`src/rtl/branch_predictor.sv`:
```
// Fetch-stage branch predictor: direct-mapped BTB with saturating direction
// counters plus a circular return address stack, trained at resolution.
package common;
  typedef enum logic [1:0] {
    NOT_BRANCH = 2'd0,
    PC_JMP     = 2'd1,
    COND_BR    = 2'd2,
    REG_JMP    = 2'd3
  } branch_type_t;
endpackage

module branch_predictor #(
  parameter int ENTRIES   = 16,
  parameter int CNT_WIDTH = 2,
  parameter int RAS_DEPTH = 4
) (
  input  logic                 i_clk,
  input  logic                 i_rst,
  input  logic [31:0]          i_pred_pc,
  output logic                 o_pred_taken,
  output logic [31:0]          o_pred_target,
  input  logic                 i_upd_valid,
  input  logic [31:0]          i_upd_pc,
  input  common::branch_type_t i_upd_type,
  input  logic                 i_upd_taken,
  input  logic [31:0]          i_upd_target,
  input  logic [4:0]           i_upd_rd,
  input  logic [4:0]           i_upd_rs1
);
  import common::*;

  localparam int IDX_W = $clog2(ENTRIES);
  localparam int TAG_W = 32 - IDX_W - 2;
  localparam int PTR_W = (RAS_DEPTH > 1) ? $clog2(RAS_DEPTH) : 1;
  localparam int RC_W  = $clog2(RAS_DEPTH + 1);

  localparam logic [CNT_WIDTH-1:0] CNT_MAX  = {CNT_WIDTH{1'b1}};
  localparam logic [CNT_WIDTH-1:0] CNT_ZERO = {CNT_WIDTH{1'b0}};
  localparam logic [CNT_WIDTH-1:0] CNT_ONE  = CNT_WIDTH'(1);
  localparam logic [CNT_WIDTH-1:0] CNT_WNT  = CNT_MAX >> 1;
  localparam logic [CNT_WIDTH-1:0] CNT_WT   = ~CNT_WNT;
  localparam logic [PTR_W-1:0]     PTR_ZERO = {PTR_W{1'b0}};
  localparam logic [PTR_W-1:0]     PTR_ONE  = PTR_W'(1);
  localparam logic [PTR_W-1:0]     PTR_LAST = PTR_W'(RAS_DEPTH - 1);
  localparam logic [RC_W-1:0]      RC_ZERO  = {RC_W{1'b0}};
  localparam logic [RC_W-1:0]      RC_ONE   = RC_W'(1);
  localparam logic [RC_W-1:0]      RC_FULL  = RC_W'(RAS_DEPTH);

  function automatic logic is_link(input logic [4:0] r);
    return (r == 5'd1) || (r == 5'd5);
  endfunction

  function automatic logic [PTR_W-1:0] ptr_inc(input logic [PTR_W-1:0] p);
    return (p == PTR_LAST) ? PTR_ZERO : p + PTR_ONE;
  endfunction

  function automatic logic [PTR_W-1:0] ptr_dec(input logic [PTR_W-1:0] p);
    return (p == PTR_ZERO) ? PTR_LAST : p - PTR_ONE;
  endfunction

  logic                 r_valid  [ENTRIES];
  logic [TAG_W-1:0]     r_tag    [ENTRIES];
  branch_type_t         r_type   [ENTRIES];
  logic                 r_is_ret [ENTRIES];
  logic [31:0]          r_target [ENTRIES];
  logic [CNT_WIDTH-1:0] r_cnt    [ENTRIES];
  logic [31:0]          r_ras    [RAS_DEPTH];
  logic [PTR_W-1:0]     r_top;
  logic [RC_W-1:0]      r_count;

  logic [IDX_W-1:0]     w_pidx, w_uidx;
  logic [TAG_W-1:0]     w_ptag, w_utag;
  logic                 w_phit, w_utag_match, w_uhit;
  logic                 w_is_ret_d, w_ras_push, w_ras_pop;
  logic                 w_we_valid, w_valid_d, w_we_meta, w_we_tgt, w_we_cnt;
  logic [CNT_WIDTH-1:0] w_cnt_d;
  logic [PTR_W-1:0]     w_top_pop, w_top_d;
  logic [RC_W-1:0]      w_cnt_pop, w_count_d;

  assign w_pidx       = i_pred_pc[IDX_W+1:2];
  assign w_ptag       = i_pred_pc[31:IDX_W+2];
  assign w_uidx       = i_upd_pc[IDX_W+1:2];
  assign w_utag       = i_upd_pc[31:IDX_W+2];
  assign w_phit       = r_valid[w_pidx] && (r_tag[w_pidx] == w_ptag);
  assign w_utag_match = r_valid[w_uidx] && (r_tag[w_uidx] == w_utag);
  assign w_uhit       = w_utag_match && (r_type[w_uidx] == i_upd_type);
  assign w_is_ret_d   = (i_upd_type == REG_JMP) && is_link(i_upd_rs1) && !is_link(i_upd_rd);
  // Link rd with a different link rs1 (jalr x1, x5) both pops and pushes.
  assign w_ras_push   = i_upd_valid && ((i_upd_type == PC_JMP) || (i_upd_type == REG_JMP))
                        && is_link(i_upd_rd);
  assign w_ras_pop    = i_upd_valid && (i_upd_type == REG_JMP) && is_link(i_upd_rs1)
                        && (!is_link(i_upd_rd) || (i_upd_rd != i_upd_rs1));

  // Combinational prediction from the fetch PC and current state.
  always_comb begin
    o_pred_taken  = 1'b0;
    o_pred_target = i_pred_pc + 32'd4;
    if (w_phit) begin
      case (r_type[w_pidx])
        PC_JMP: begin
          o_pred_taken  = 1'b1;
          o_pred_target = r_target[w_pidx];
        end
        COND_BR: begin
          if (r_cnt[w_pidx][CNT_WIDTH-1]) begin
            o_pred_taken  = 1'b1;
            o_pred_target = r_target[w_pidx];
          end else begin
            o_pred_taken  = 1'b0;
            o_pred_target = i_pred_pc + 32'd4;
          end
        end
        REG_JMP: begin
          o_pred_taken = 1'b1;
          if (r_is_ret[w_pidx] && (r_count != RC_ZERO)) begin
            o_pred_target = r_ras[r_top];
          end else begin
            o_pred_target = r_target[w_pidx];
          end
        end
        default: begin
          o_pred_taken  = 1'b0;
          o_pred_target = i_pred_pc + 32'd4;
        end
      endcase
    end else begin
      o_pred_taken  = 1'b0;
      o_pred_target = i_pred_pc + 32'd4;
    end
  end

  // BTB training decode: which fields of the indexed entry change.
  always_comb begin
    w_we_valid = 1'b0;
    w_valid_d  = 1'b0;
    w_we_meta  = 1'b0;
    w_we_tgt   = 1'b0;
    w_we_cnt   = 1'b0;
    w_cnt_d    = r_cnt[w_uidx];
    if (i_upd_valid) begin
      case (i_upd_type)
        NOT_BRANCH: begin
          if (w_utag_match) begin
            w_we_valid = 1'b1;
            w_valid_d  = 1'b0;
          end else begin
            w_we_valid = 1'b0;
          end
        end
        PC_JMP, REG_JMP: begin
          w_we_valid = 1'b1;
          w_valid_d  = 1'b1;
          w_we_meta  = 1'b1;
          w_we_tgt   = 1'b1;
        end
        COND_BR: begin
          if (w_uhit) begin
            w_we_cnt = 1'b1;
            if (i_upd_taken) begin
              w_cnt_d  = (r_cnt[w_uidx] == CNT_MAX) ? CNT_MAX : r_cnt[w_uidx] + CNT_ONE;
              w_we_tgt = 1'b1;
            end else begin
              w_cnt_d  = (r_cnt[w_uidx] == CNT_ZERO) ? CNT_ZERO : r_cnt[w_uidx] - CNT_ONE;
            end
          end else if (i_upd_taken) begin
            w_we_valid = 1'b1;
            w_valid_d  = 1'b1;
            w_we_meta  = 1'b1;
            w_we_tgt   = 1'b1;
            w_we_cnt   = 1'b1;
            w_cnt_d    = CNT_WT;
          end else begin
            w_we_cnt = 1'b0;
          end
        end
        default: begin
          w_we_valid = 1'b0;
        end
      endcase
    end else begin
      w_we_valid = 1'b0;
    end
  end

  // RAS next pointer/count: optional pop first, then optional push.
  always_comb begin
    w_top_pop = r_top;
    w_cnt_pop = r_count;
    if (w_ras_pop && (r_count != RC_ZERO)) begin
      w_top_pop = ptr_dec(r_top);
      w_cnt_pop = r_count - RC_ONE;
    end else begin
      w_top_pop = r_top;
      w_cnt_pop = r_count;
    end
    w_top_d   = w_top_pop;
    w_count_d = w_cnt_pop;
    if (w_ras_push) begin
      w_top_d   = ptr_inc(w_top_pop);
      w_count_d = (w_cnt_pop == RC_FULL) ? RC_FULL : w_cnt_pop + RC_ONE;
    end else begin
      w_top_d   = w_top_pop;
      w_count_d = w_cnt_pop;
    end
  end

  // Reset-bearing state: entry valid bits, direction counters, RAS pointers.
  always_ff @(posedge i_clk or posedge i_rst) begin
    if (i_rst) begin
      for (int i = 0; i < ENTRIES; i++) begin
        r_valid[i] <= 1'b0;
        r_cnt[i]   <= CNT_WNT;
      end
      r_top   <= PTR_ZERO;
      r_count <= RC_ZERO;
    end else begin
      if (w_we_valid) r_valid[w_uidx] <= w_valid_d;
      if (w_we_cnt)   r_cnt[w_uidx]   <= w_cnt_d;
      r_top   <= w_top_d;
      r_count <= w_count_d;
    end
  end

  // Payload storage; meaningful only under a set valid bit or nonzero count.
  always_ff @(posedge i_clk) begin
    if (w_we_meta) begin
      r_tag[w_uidx]    <= w_utag;
      r_type[w_uidx]   <= i_upd_type;
      r_is_ret[w_uidx] <= w_is_ret_d;
    end
    if (w_we_tgt) r_target[w_uidx] <= i_upd_target;
    if (w_ras_push) r_ras[w_top_d] <= i_upd_pc + 32'd4;
  end

endmodule
```
`config.mk`:
```
export PLATFORM = sky130hd
export DESIGN_NAME = branch_predictor
export DESIGN_NICKNAME = d
export VERILOG_FILES = /design/src/rtl/branch_predictor.sv
export SDC_FILE = /design/constraint.sdc
export NUM_CORES = 2
export LEC_CHECK = 0
export CORE_ASPECT_RATIO = 0.5
export CORE_UTILIZATION = 40
export CTS_BUF_LIST = sky130_fd_sc_hd__clkbuf_8
export DETAILED_ROUTE_END_ITERATION = 12
export GPL_ROUTABILITY_DRIVEN = 0
export PLACE_DENSITY = 0.59
export SYNTH_ARGS = -nofsm -noshare
export SYNTH_HDL_FRONTEND = slang
export SYNTH_SLANG_ARGS = --single-unit
```
`constraint.sdc`:
```
create_clock -name i_clk -period 6.9 [get_ports i_clk]
set_input_delay 1.38 -clock i_clk [delete_from_list [all_inputs] [get_ports i_clk]]
set_output_delay 1.38 -clock i_clk [all_outputs]
set_load 0.01 [all_outputs]
```
After elaboration in Yosys (flattened, before gate mapping)
Memory sizes are Yosys's and may differ from the RTL's.
Cells that the tools add are included.
{ "word_totals": {"register_bits": 53, "ram_bits": 1104, "n_memories": 5} }
{ "classes": {"addsub": 8, "n_lt_le_gt_ge": 3, "eq_ne": 17, "n_mux": 59, "bitwise": 2, "reduce_logical": 24} }
{ "mem_list": {"columns": ["name", "depth", "word_bits", "read_ports", "rd_ports_with_merged_regs", "write_ports", "line_no", "rtl"], "rows": [
  ["r_target", 16, 32, 1, 0, 1, "65", "logic [31:0] r_target [ENTRIES];"],
  ["r_tag", 16, 26, 2, 0, 1, "62", "logic [TAG_W-1:0] r_tag [ENTRIES];"],
  ["r_ras", 4, 32, 1, 0, 1, "67", "logic [31:0] r_ras [RAS_DEPTH];"],
  ["r_type", 16, 2, 2, 0, 1, "63", "branch_type_t r_type [ENTRIES];"],
  ["r_is_ret", 16, 1, 1, 0, 1, "64", "logic r_is_ret [ENTRIES];"]
]} }
{ "op_table": {"columns": ["operator", "n"], "rows": [
  ["two-way mux 32 bit", 3],
  ["one-hot mux 32 bit (3 select lines)", 1],
  ["adder 32 x 3 -> 32 bit (second input constant)", 2],
  ["== test 26 bit", 2],
  ["bitwise mux 32 bit", 1],
  ["two-way mux 2 bit", 16],
  ["two-way mux 1 bit", 23],
  ["binary-select mux 2 bit (select 4 bit)", 2],
  ["bitwise mux 16 bit", 1],
  ["logical AND 1 bit", 13],
  ["== test 2 bit (second input constant)", 6],
  ["== test 5 x 1 -> 1 bit (second input constant)", 2],
  ["== test 5 x 3 -> 1 bit (second input constant)", 2],
  ["greater-or-equal comparator 5 bit (second input constant)", 2],
  ["inverter 4 -> 5 bit", 2],
  ["two-way mux 3 bit", 3],
  ["binary-select mux 1 bit (select 4 bit)", 2],
  ["demux 2 bit (select 4 bit)", 1],
  ["logical NOT 2 bit", 3],
  ["one-hot mux 1 bit (2 select lines)", 3],
  ["one-hot mux 1 bit (3 select lines)", 2],
  ["less-than comparator 5 x 1 -> 1 bit (second input constant)", 1],
  ["!= test 5 bit", 1],
  ["adder 2 x 1 -> 2 bit (second input constant)", 2],
  ["11 further kinds", 17]
]} }

Longest topological paths before layout
{ "depth": {"depth_word": 11, "mapped_depth": 16} }

Least setup slack after synthesis
OpenSTA, ideal clock, no wires.
{ "synth_path": {"path_type": "input to output", "from": "input i_pred_pc[2]", "to": "output o_pred_target[24]", "arrival_time_ns": 4.395, "path_slack_ns": 1.125, "stages": 11, "n_path_buf": 6, "cell_sequence": "buf_6 > buf_2 > buf_4 > buf_4 > buf_2 > buf_1 > mux4_2 > mux4_2 > o21a_1 > o21ai_0 > o21ai_0"} }
{ "synth_via": {"elab_chain_cells": 7, "elab_cells_between_ends": 22, "cone_classes": "add/sub: 1; eq/ne: 4; mux: 10; bitwise: 1; reduce/logical: 2; memory: 4"} }
{ "synth_lines": {"columns": ["element", "line_no", "rtl"], "rows": [
  ["start, declared", "19", "input logic [31:0] i_pred_pc,"],
  ["branches (longest 6 deep; another with adder 32 x 3 -> 32 bit)", null, null],
  ["two-way mux 32 bit (*)", "98", "if (w_phit) begin"],
  ["end, declared", "21", "output logic [31:0] o_pred_target,"]
]} }
Every way passes the cells marked *. The select of a mux whose other input is x is not followed.

Worst setup path after layout
{ "layout_path": {"from": "input i_pred_pc[2]", "to": "output o_pred_target[18]"} }
Same word-level chain as after synthesis.

==> flow_summary.toml <==
[worst_hold_path]
hold_path.class = "reg -> reg"
whs_path_depth = 2

[clocking]
root_buffer = "clkbuf_8"
insertion_delay_ns = 0.91
tritoncts = "yes"
clock_sinks = 1157
hold_buffers = 0
cts_setup_buffers = 0
cts_buffers = 171
htreeDepth = 4
cts_buffer_depth = 3
path_clk_slew_ns = 0.06

[sta]
grt_setup_unrepaired = "false"
period_needed_ns = 6.73
hold_viol_final = 0
fin_crit_sh_pct = 97.5
tightest_slew_ns = 1.22
slew_headroom_pct = 18.1
fmax_mhz = 149
clock_skew_ns = 0.0439
setup_violations = 0
slew_viol_final = 0

[floorplan]
die_area_um2 = 132000
io_pins = 145
die_y_um = 257
fp.coreArea_um2 = 129000
start_util_pct = 40.4
die_x_um = 512
rows = 93

[power_and_ir_drop]
p_leak_nw = 19.6
intPower_mw = 11.2
sw_frac_of_total_pct = 25.4
power_mw = 15.0
power_frac_comb_pct = 11.2
p_sw_mw = 3.80
power.density_nw_per_um2 = 251
ir_drop_v = 0.000133
p_clk_share_pct = 36.1
p_seq_share_pct = 52.7

[route]
ant_nets = 0
num_vias = 29900
first_pass_iters = 6
first_iter_violations = 3561
wirelength_mm = 151
drcViolationCount = 0
via_per_inst = 5.93
wl_per_cell_um = 30.1

[grt]
grt-ovfl-total = 0
antenna_found_initial = 8
grt_pass1_wl_mm = 216
grt_util_all_layers_pct = 22.9
grt_pass1_vias = 29900
grt_max_degree = 130

[setup_path]
cp.arrival_ns = 5.35
worst_setup_path_end_kind = "primary output"
reg2reg_slack_ns = 2.33
critPathKind = "in -> out"
r2r.worst_path.cells = 12
crit_fanout = 23
crit_required_ns = 5.52
critPathLaunchType = "input port"

[synthesis]
yosysSeqAreaShare_pct = 66.3
netlist_instances = 2892
syn-num-nets = 3014
avgSynthCellArea_um2 = 18.0
ys_ff_latch = 1157
synth_ff_type = "edfxtp_1"
yosys_warnings = 0
synth-async-reset-ratio_pct = 4.58
syn_area_um2 = 52000
synth.distinct_cells = 67
synth_edf_count = 1104

[final_layout]
fin_util_pct = 46.4
final_cell_mix = "edfxtp_1 (1104), mux4_2 (393), clkbuf_8 (173)"
fin_cells = 5033
drive_above_1_share_pct = 26.5
finalNetCount = 3303
fillers = 10900
area_growth_pct = 14.8
final_common_cell = "edfxtp_1"

[outcome]
status = "finished, final reports clean"

[placement]
io_buffers = 144
hpwl_mm = 97.0
dp_cells = 4718

[run]
max_cap_violations = 0
==> final cells by class <==
| type | count | area, µm² | share of cell area (%) |
|---|---|---|---|
| Clock buffer | 172 | 2370 | 3.96 |
| Clock inverter | 138 | 867 | 1.45 |
| Sequential cell | 1157 | 34500 | 57.8 |
| Tap cell | 1710 | 2140 | 3.58 |
| Multi-Input combinational cell | 1462 | 16500 | 27.7 |
| Antenna cell | 5 | 12.5 | 0.0210 |
| Timing Repair Buffer | 311 | 3010 | 5.04 |
| Inverter | 78 | 298 | 0.499 |
==> worst max-delay path, stage by stage <==
cell and delay [ns]:
buf_8 0.26, buf_12 0.23, buf_12 0.19, buf_4 0.18, mux4_2 0.50, mux4_2 0.53, nand4b_1 0.28, o21ai_2 0.10
buf_4 0.21, buf_4 0.23, o22ai_1 0.42, nand2b_1 0.12, o21ai_0 0.09, clkdlybuf4s50_1 0.56
==> logic make-up after synthesis <==
group / Yosys count / synth area share, %
AO/OA/AOI/OAI: 264 / 3.45
XOR/XNOR: 143 / 2.41
adder cells (fa/ha/maj): 10 / 0.241
buffers and inverters: 273 / 2.48
flip-flops: 1157 / 66.3
multiplexers: 573 / 20.5
AND/OR/NAND/NOR: 472 / 4.55
==> cell usage after synthesis, types with 18 or more instances <==
master,n,area (µm²)
and3_1,19,119
dfrtp_1,37,926
nand2_1,110,413
mux4_2,393,8850
mux2i_1,154,1540
xnor2_1,97,850
nand2b_1,30,188
nand4_1,18,113
o22ai_1,44,275
nand3_1,88,440
edfxtp_1,1104,33200
clkbuf_1,70,263
buf_1,32,120
buf_2,54,270
inv_1,76,285
mux2_2,26,293
and2_1,23,144
buf_4,22,165
nor2b_1,21,131
xor2_1,46,403
o2bb2ai_1,33,289
o21ai_0,54,270
a21oi_1,37,185
or3_1,20,125
nor2_1,92,345
==> registers in the layout, indices dropped and copies added, names as in the netlist <==
name	flops
r_tag	416
r_type	32
r_valid	16
r_is_ret	16
r_target	512
r_ras	128
r_cnt	32
r_top	2
r_count	3
==> what timing repair did <==
action	in CTS	in global routing
setup endpoints to repair	9	16
gates resized for setup	2	2
pin swaps	0	0
==> path summary, 6_finish.rpt <==
kind | startpoint | to
setup reg to reg | r_tag[10][23] | r_tag[11][21]
max in group asynchronous | i_rst | r_top[0]
min in group asynchronous | i_rst | r_count[2]
setup / recovery | i_pred_pc[2] | o_pred_target[18]
hold / removal | r_cnt[22] | r_cnt[22]
hold reg to reg | r_cnt[22] | r_cnt[22]
==> power groups by stage <==
stage                     Combinational, mW  Sequential [mW]  Clock, mW
after floorplan                        1.01             8.00          0
after global placement                 1.66             8.04          0
after detailed placement               1.67             8.05          0
after CTS                              1.68             7.90       5.50
after global routing                   1.76             7.91       5.78
final                                  1.68             7.90       5.41
==> stage by stage <==
step / setup TNS, ns / worst slack (ns) / hold slack (ns) / area [µm²]
floorplan: 0 / 1.12 / 0.467 / 52000
detailed placement: -0.140 / -0.0795 / 0.485 / 56500
global placement: -0.131 / -0.0656 / 0.478 / 56500
finish: 0 / 0.171 / 0.492 / 59700
global route: 0 / 0.0417 / 0.515 / 59700
CTS: 0 / 0.0720 / 0.494 / 59700
==> layer usage <==
| metal | GRT usage, % | part of all wire, % | up-vias |
|---|---|---|---|
| met4 | 7.79 | 2.9 | 2 |
| met2 | 36.6 | 48 | 1370 |
| met3 | 4.01 | 7.3 | 233 |
| li1 | - | - | 12400 |
| met1 | 31.9 | 42 | 15900 |
| met5 | 0 | 0.0086 | - |
Power figures use the tool's default switching activity.
==> edit (config.mk and constraints unchanged) <==
Set the parameter `RAS_DEPTH` to 2 (it was 4).
--- a/src/rtl/branch_predictor.sv
+++ b/src/rtl/branch_predictor.sv
@@ -14,3 +14,3 @@
   parameter int CNT_WIDTH = 2,
-  parameter int RAS_DEPTH = 4
+  parameter int RAS_DEPTH = 2
 ) (
Function: not settled (the Yosys comparison gave no result); the edit may change what the design does.
==> edit against the original RTL <==
Non-clock buffer count increased by 23; critical path type unchanged; wire length decreased by 1.5%; first-iteration DRC count increased by 2.1%; synthesized area decreased by 5.3%; sequential share of layout area decreased by 0.18 points; setup slack got worse by 0.072 ns; highest routed layer unchanged; sequential power decreased by 5.2%; clock skew increased by 0.0025 ns; design area decreased by 5.4%; combinational power decreased by 8%; core utilization increased by 0.21 points; power decreased by 7.2%; sequential cell count decreased by 66.
==> edit: results (changes against the original RTL) <==
Inst Count DP=4512 (-4.4%); gr usage total=0.239 (+0.00994); Post-CTS Resized=5 (+3); ys async rst share=0.0467 (+0.000938); xor/xnor share of the synthesized area=0.0199 (-0.00416); status=finished clean; HP Start=r_cnt[16]$_DFFE_PP1P_; Rel. slew slack=0.0307 (-0.150); largest net degree at the start of global routing=97 (-25%); initial antenna violation count=6 (-2); end of the worst hold path=r_cnt[16]$_DFFE_PP1P_; synth top area cells=edfxtp_1, mux4_2, mux2i_1; clk pwr=0.00488 W (-9.8%); multiplexer area fraction after synthesis=0.200 (-0.00586); synth cell count leaders=edfxtp_1, mux4_2, mux2i_1; Largest regs=r_target: 512 flops, r_tag: 416 flops, r_ras: 64 flops; Worst EP arrival=5.42 ns (+0.07 ns); number of synthesized flops with an enable pin=1040 (-5.8%); met3 Use GR=0.0469 (+0.00688); R2R Setup Slk=2.87 ns (+0.54 ns); Clock Skews=0.0463 ns (+0.00247 ns); Place WS=-0.207 ns (-0.128 ns); routing usage on met1=0.335 (+0.0165); total number of vias=29.1k (-2.5%); worst vdd ir=0.191 mV (+44%); dpl cell area=0.0535 sq mm (-5.3%); DP HPWL=93.8 mm (-3.3%); Compound-Gate Fraction of Synth Area=0.0545 (+0.0200); Post-Synth Adder-Cell Area=0.00249 (+0.0000840); global-route wire length before repair=213 mm (-1.3%); Leak=18.5 nW (-5.5%); layout cells sized above 1=0.256 (-0.00837); met2 GRT Util=0.376 (+0.0107); Power Density=246 mW/mm^2 (-1.9%); reg2reg end=r_tag[3][5]$_DFFE_PP_; switch share=0.254 (+0.000634); max incr delay on CP=0.61 ns (+0.05 ns); Layout Nets=3195 (-3.3%); Routed WL=149 mm (-1.5%); 1st-iter DRT viols=3636 (+2.1%); synth unique cells=75 (+12%); Crit Path Max Fanout=34 (+48%); sequential-to-total area share from yosys stat=0.660 (-0.00286); fillers=10.2k (-6.4%); crit path to=o_pred_target[15]
edit: per-layer routing:
| metal | routed length, um | vias up |
|---|---|---|
| li1 | - | 12100 |
| met1 | 61800 | 15400 |
| met2 | 70200 | 1437 |
| met3 | 13100 | 241 |
| met4 | 3960 | 4 |
| met5 | 31 | - |
edit: worst max-delay path: cells and delay by family:
kind            cells  cell delay (ns)
simple gates        3             1.34
buf+inv             7             1.58
compound gates      4             0.57
mux                 1             0.49
edit: cell type report:
cell class / instances / area [sq um] / area share
Sequential cell: 1091 / 32500 / 0.576
Antenna cell: 3 / 7.51 / 0.000133
Timing Repair Buffer: 334 / 3070 / 0.0543
Clock buffer: 167 / 2300 / 0.0407
Clock inverter: 122 / 582 / 0.0103
Inverter: 70 / 265 / 0.00470
Multi-Input combinational cell: 1416 / 15700 / 0.278
Tap cell: 1610 / 2010 / 0.0357
